[config.mk]
export PLATFORM = sky130hd
export DESIGN_NAME = idex_pipe_reg
export DESIGN_NICKNAME = d
export VERILOG_FILES = /design/src/rtl/cpu_types_pkg.sv /design/src/rtl/sat_counter.sv /design/src/rtl/idex_pipe_reg.sv
export SDC_FILE = /design/constraint.sdc
export NUM_CORES = 1
export LEC_CHECK = 0
export CAP_MARGIN = 25
export CORE_AREA = 2 2 162 164
export CTS_CLUSTER_SIZE = 12
export DETAILED_ROUTE_END_ITERATION = 10
export DIE_AREA = 0 0 164 166
export PLACE_DENSITY = 0.7
export REMOVE_ABC_BUFFERS = 1
export SLEW_MARGIN = 25
export SYNTH_ARGS = -nofsm -noshare
export SYNTH_HDL_FRONTEND = slang
export SYNTH_SLANG_ARGS = --single-unit
[constraint.sdc]
create_clock -name CLK -period 1.85 [get_ports CLK]
set_input_delay 0.37 -clock CLK [delete_from_list [all_inputs] [get_ports CLK]]
set_output_delay 0.37 -clock CLK [all_outputs]
set_load 0.01 [all_outputs]
[src/rtl/cpu_types_pkg.sv]
// Shared types for the ID/EX pipeline latch: control bundle, bubble constant,
// and the single-action-per-cycle priority decode.
package cpu_types_pkg;

  typedef struct packed {
    logic       reg_wr;
    logic       mem_to_reg;
    logic       mem_wr;
    logic [1:0] reg_dst;
    logic [1:0] pc_src;
    logic       beq;
    logic       bne;
    logic       alu_src;
    logic [3:0] alu_op;
    logic       halt;
  } idex_ctrl_t;

  localparam idex_ctrl_t IDEX_CTRL_BUBBLE = '0;

  typedef enum logic [1:0] {
    IDEX_HOLD,
    IDEX_LOAD,
    IDEX_BUBBLE,
    IDEX_BUBBLE_BR
  } idex_act_e;

  // mem_wait outranks everything so a flush raised during a memory stall is
  // only honoured once the memory op completes.
  function automatic idex_act_e idex_action(
    input logic mem_wait,
    input logic flush_br,
    input logic flush,
    input logic stall,
    input logic ihit,
    input logic halt_seen
  );
    idex_act_e act;
    act = IDEX_HOLD;
    if (mem_wait)                 act = IDEX_HOLD;
    else if (flush_br)            act = IDEX_BUBBLE_BR;
    else if (flush)               act = ihit ? IDEX_BUBBLE : IDEX_HOLD;
    else if (stall)               act = IDEX_HOLD;
    else if (ihit && !halt_seen)  act = IDEX_LOAD;
    idex_action = act;
  endfunction

endpackage

[src/rtl/sat_counter.sv]
// Saturating up-counter with synchronous clear; 1-cycle update, no backpressure.
// clr beats inc; the count sticks at all-ones instead of wrapping.
module sat_counter #(
  parameter int WIDTH = 32
) (
  input  logic             clk,
  input  logic             clr,
  input  logic             inc,
  output logic [WIDTH-1:0] cnt
);

  always_ff @(posedge clk) begin
    if (clr)
      cnt <= '0;
    else if (inc && (cnt != {WIDTH{1'b1}}))
      cnt <= cnt + WIDTH'(1);
  end

endmodule

[src/rtl/idex_pipe_reg.sv]
// ID/EX pipeline latch with hazard stall/flush, sticky halt and optional
// bubble counters (IDEX_PERF_EN); 1-cycle latency, holds under mem_wait/stall.
module idex_pipe_reg
  import cpu_types_pkg::*;
(
  input  logic        CLK,
  input  logic        RST,
  input  logic        ihit,
  input  logic        mem_wait,
  input  logic        stall_idex,
  input  logic        flush_idex,
  input  logic        flush_branch_idex,
  input  logic [31:0] instr_in,
  input  logic [31:0] npc_in,
  input  logic [31:0] rdat1_in,
  input  logic [31:0] rdat2_in,
  input  logic [31:0] imm_in,
  input  idex_ctrl_t  ctrl_in,
  output logic [31:0] instr_out,
  output logic [31:0] npc_out,
  output logic [31:0] rdat1_out,
  output logic [31:0] rdat2_out,
  output logic [31:0] imm_out,
  output idex_ctrl_t  ctrl_out,
  output logic        valid_out,
  output logic        halt_seen,
  output logic [31:0] bubble_cnt,
  output logic [31:0] brflush_cnt
);

  idex_act_e act;

  always_comb begin
    act = idex_action(mem_wait, flush_branch_idex, flush_idex, stall_idex,
                      ihit, halt_seen);
  end

  always_ff @(posedge CLK) begin
    if (RST) begin
      instr_out <= '0;
      npc_out   <= '0;
      rdat1_out <= '0;
      rdat2_out <= '0;
      imm_out   <= '0;
      ctrl_out  <= IDEX_CTRL_BUBBLE;
      valid_out <= 1'b0;
      halt_seen <= 1'b0;
    end else begin
      case (act)
        IDEX_LOAD: begin
          instr_out <= instr_in;
          npc_out   <= npc_in;
          rdat1_out <= rdat1_in;
          rdat2_out <= rdat2_in;
          imm_out   <= imm_in;
          ctrl_out  <= ctrl_in;
          valid_out <= 1'b1;
          halt_seen <= ctrl_in.halt;
        end
        // A bubble leaves halt_seen alone: once halted, only reset releases it.
        IDEX_BUBBLE, IDEX_BUBBLE_BR: begin
          instr_out <= '0;
          npc_out   <= '0;
          rdat1_out <= '0;
          rdat2_out <= '0;
          imm_out   <= '0;
          ctrl_out  <= IDEX_CTRL_BUBBLE;
          valid_out <= 1'b0;
        end
        default: ;
      endcase
    end
  end

`ifdef IDEX_PERF_EN
  sat_counter #(.WIDTH(32)) u_bubble_cnt (
    .clk (CLK),
    .clr (RST),
    .inc (act == IDEX_BUBBLE),
    .cnt (bubble_cnt)
  );

  sat_counter #(.WIDTH(32)) u_brflush_cnt (
    .clk (CLK),
    .clr (RST),
    .inc (act == IDEX_BUBBLE_BR),
    .cnt (brflush_cnt)
  );
`else
  assign bubble_cnt  = '0;
  assign brflush_cnt = '0;
`endif

endmodule

==> impl_metrics.py <==
metrics = {
    "setup_path": {
        "worstSetupStartpointType": "flop",
        "critPathRequiredTime_ps": 1480,
        "critical-path-top-delay-family": "buffers and inverters",
        "crit_slowest_cell": "clkdlybuf4s50_1",
        "slowest_delay_ps": 580,
        "path_cells": "clkdlybuf4s50_1",
        "crit_buf_inv": 1,
        "arrival_ps": 1360,
        "critical_path_class": "reg2out",
        "path_max_fanout": 2,
        "end_kind": "output pin",
    },
    "routing": {
        "dr.pass1.iters": 4,
        "via_per_inst": 4.44,
        "drc": 0,
        "antenna_left": 0,
        "drt_first_iter_violations": 323,
        "routedWlPerCell_um": 14.5,
        "routed_wl_mm": 22.4,
        "vias": 6826,
    },
    "yosys": {
        "ys_warn_count": 0,
        "synth_common_cells": "dfxtp_1 (177), nand2b_1 (176), inv_1 (175)",
        "synth_seq_area_share_pct": 39.9,
        "yosysMostFrequentCell": "dfxtp_1",
        "synth_area_leaders": "dfxtp_1 (40%), o32ai_2 (26%), nand2b_1 (12%)",
        "avgSynthCellArea_um2": 10.4,
        "yosys.area.top_type_share_pct": 39.9,
        "synthSimpleGateAreaFrac_pct": 12.7,
        "synth_top_family_by_area": "compound AO/OA/AOI/OAI gates",
        "synthMuxAreaShare_pct": 0,
        "synth.ff_latch_count": 177,
        "synth_cells": 854,
        "synthAdderAreaFrac_pct": 0,
        "synth_edf_count": 0,
        "synth_top_area_cell": "dfxtp_1",
        "synth_cell_types": 18,
        "syn-cell-area_mm2": 0.00888,
        "synth-compound-area-share_pct": 29.4,
        "synth_xor_area_share_pct": 0,
        "ys.flop_type": "dfxtp_1",
        "async_reset_ff_share_pct": 0,
    },
    "global_routing": {
        "grt_pass1_wl_mm": 35.0,
        "grt_max_degree": 83,
        "grt_pass1_vias": 6512,
        "antenna_found_initial": 0,
        "grt_overflow_total": 0,
        "grt_use_total_pct": 16.0,
    },
    "timing": {
        "period_share_pct": 93.6,
        "rsz0062_at_grt": "false",
        "setup_viol": 0,
        "fmax_mhz": 577,
        "skew_ps": 14.0,
        "finalCriticalPeriod_ps": 1730,
        "slew_headroom_pct": 63.9,
        "drv_slew": 0,
        "finalHoldViolations": 0,
        "worst_pin_slew_ps": 541,
        "timing.hold.ws_ps": 379,
        "setup_tns_ps": 0,
    },
    "job": {
        "maxCapViolCount": 0,
    },
    "place": {
        "dp_hpwl_mm": 16.3,
        "port_buffers": 358,
        "place_inst": 1509,
        "place_area_mm2": 0.0127,
        "routabilityCongestion": 0.767,
    },
    "final_layout": {
        "stdcell_area_mm2": 0.0133,
        "drive_above_1_share_pct": 17.8,
        "nNetsFinal": 1375,
        "fillCellCount": 2367,
        "areaGrowthSynthToFinish_pct": 49.5,
        "n_antenna_cell": 0,
        "layout.cells.non_filler": 1539,
    },
    "die": {
        "start_util_pct": 34.7,
        "row_count": 59,
        "die_height_um": 166,
        "fp.dieW_um": 164,
        "io_pins": 423,
        "die-area_mm2": 0.0272,
        "coreArea_mm2": 0.0256,
    },
    "clock_network": {
        "cts.clk_slew.worst_paths_ps": 70,
        "postCtsSetupBuffers": 0,
        "cts_tree": "yes",
        "ctsRootBufferMaster": "clkbuf_16",
        "htree_levels": 4,
        "clock_sinks": 177,
        "clockBufferDepth": 2,
        "cts_buffers": 17,
        "hold_buffers": 0,
        "insertion_delay_ps": 420,
        "cts_resized": 0,
    },
    "hold_path": {
        "hold_class": "in2reg",
    },
    "power": {
        "p_leak_nw": 4.42,
        "total_power_mw": 8.75,
        "power_density_mw_per_mm2": 659,
        "peakVddDrop_v": 0.000585,
    },
    "status": {
        "outcome": "finished, final reports clean",
    },
}
-- power by group --
part,switching (mW),internal [mW],total (mW)
Combinational,0.561,0.677,1.24
Sequential,0.0196,3.85,3.87
Clock,1.63,2.02,3.65
-- routing by layer --
layer | part of all wire, % | global-route usage (%) | up-vias | routed length, um
met4 | 1.2 | 3.70 | 0 | 261
met3 | 8.3 | 5.64 | 15 | 1850
met5 | 0 | 0 | - | 0
met1 | 42 | 19.5 | 3159 | 9400
met2 | 49 | 27.0 | 235 | 10800
li1 | - | - | 3417 | -
-- kinds of logic (layout without fill, tap and decap cells) --
family / after synthesis / after routing
buffers and inverters: 317 / 604
and+or+nand+nor: 180 / 180
AOI/OAI and AO/OA: 179 / 179
DFF: 177 / 177
other: 1 / 64
-- flip-flops by register name, summed over array words and instances (netlist names) --
signal     cells
ctrl_out      15
halt_seen      1
imm_out       32
instr_out     32
npc_out       32
rdat1_out     32
rdat2_out     32
valid_out      1
-- final cells by class --
| type | instances | area, um^2 | area share (%) |
|---|---|---|---|
| clock buffer | 18 | 429 | 3.23 |
| inverter | 175 | 657 | 4.94 |
| tap | 335 | 419 | 3.15 |
| clock inverter | 12 | 150 | 1.13 |
| sequential | 177 | 3540 | 26.7 |
| timing repair buffer | 399 | 4100 | 30.8 |
| multi-input combinational | 423 | 3990 | 30.0 |
-- metrics by stage --
stage / utilization, % / setup WS, ps
after floorplan: - / -4770
after global placement: 49.6 / -79.3
after detailed placement: 49.6 / -122
after CTS: 51.9 / 92.0
after global routing: 51.9 / 60.5
final: 51.9 / 118
-- cells in the final DEF (no fill, tap or decap), types with 2 or more instances in the layout --
| master | count |
|---|---|
| clkinvlp_4 | 2 |
| buf_4 | 25 |
| inv_1 | 175 |
| nor2_1 | 2 |
| conb_1 | 64 |
| o32ai_2 | 140 |
| nand2b_1 | 176 |
| o32ai_1 | 35 |
| clkinv_4 | 2 |
| dfxtp_1 | 177 |
| bufinv_16 | 2 |
| inv_8 | 2 |
| inv_6 | 4 |
| clkbuf_16 | 17 |
| buf_12 | 16 |
| clkdlybuf4s50_1 | 357 |
-- final timing paths --
kind	to	cells past startpoint	slack, ps	startpoint
hold / removal	rdat2_out[16]$_SDFFE_PP0P_	2	380	RST
setup / recovery	npc_out[14]	1	120	npc_out[14]$_SDFFE_PP0P_
hold reg to reg	instr_out[12]$_SDFFE_PP0P_	2	480	instr_out[12]$_SDFFE_PP0P_
setup reg to reg	instr_out[10]$_SDFFE_PP0P_	5	370	halt_seen$_SDFFE_PP0N_
(Power assumes the default switching activity.)
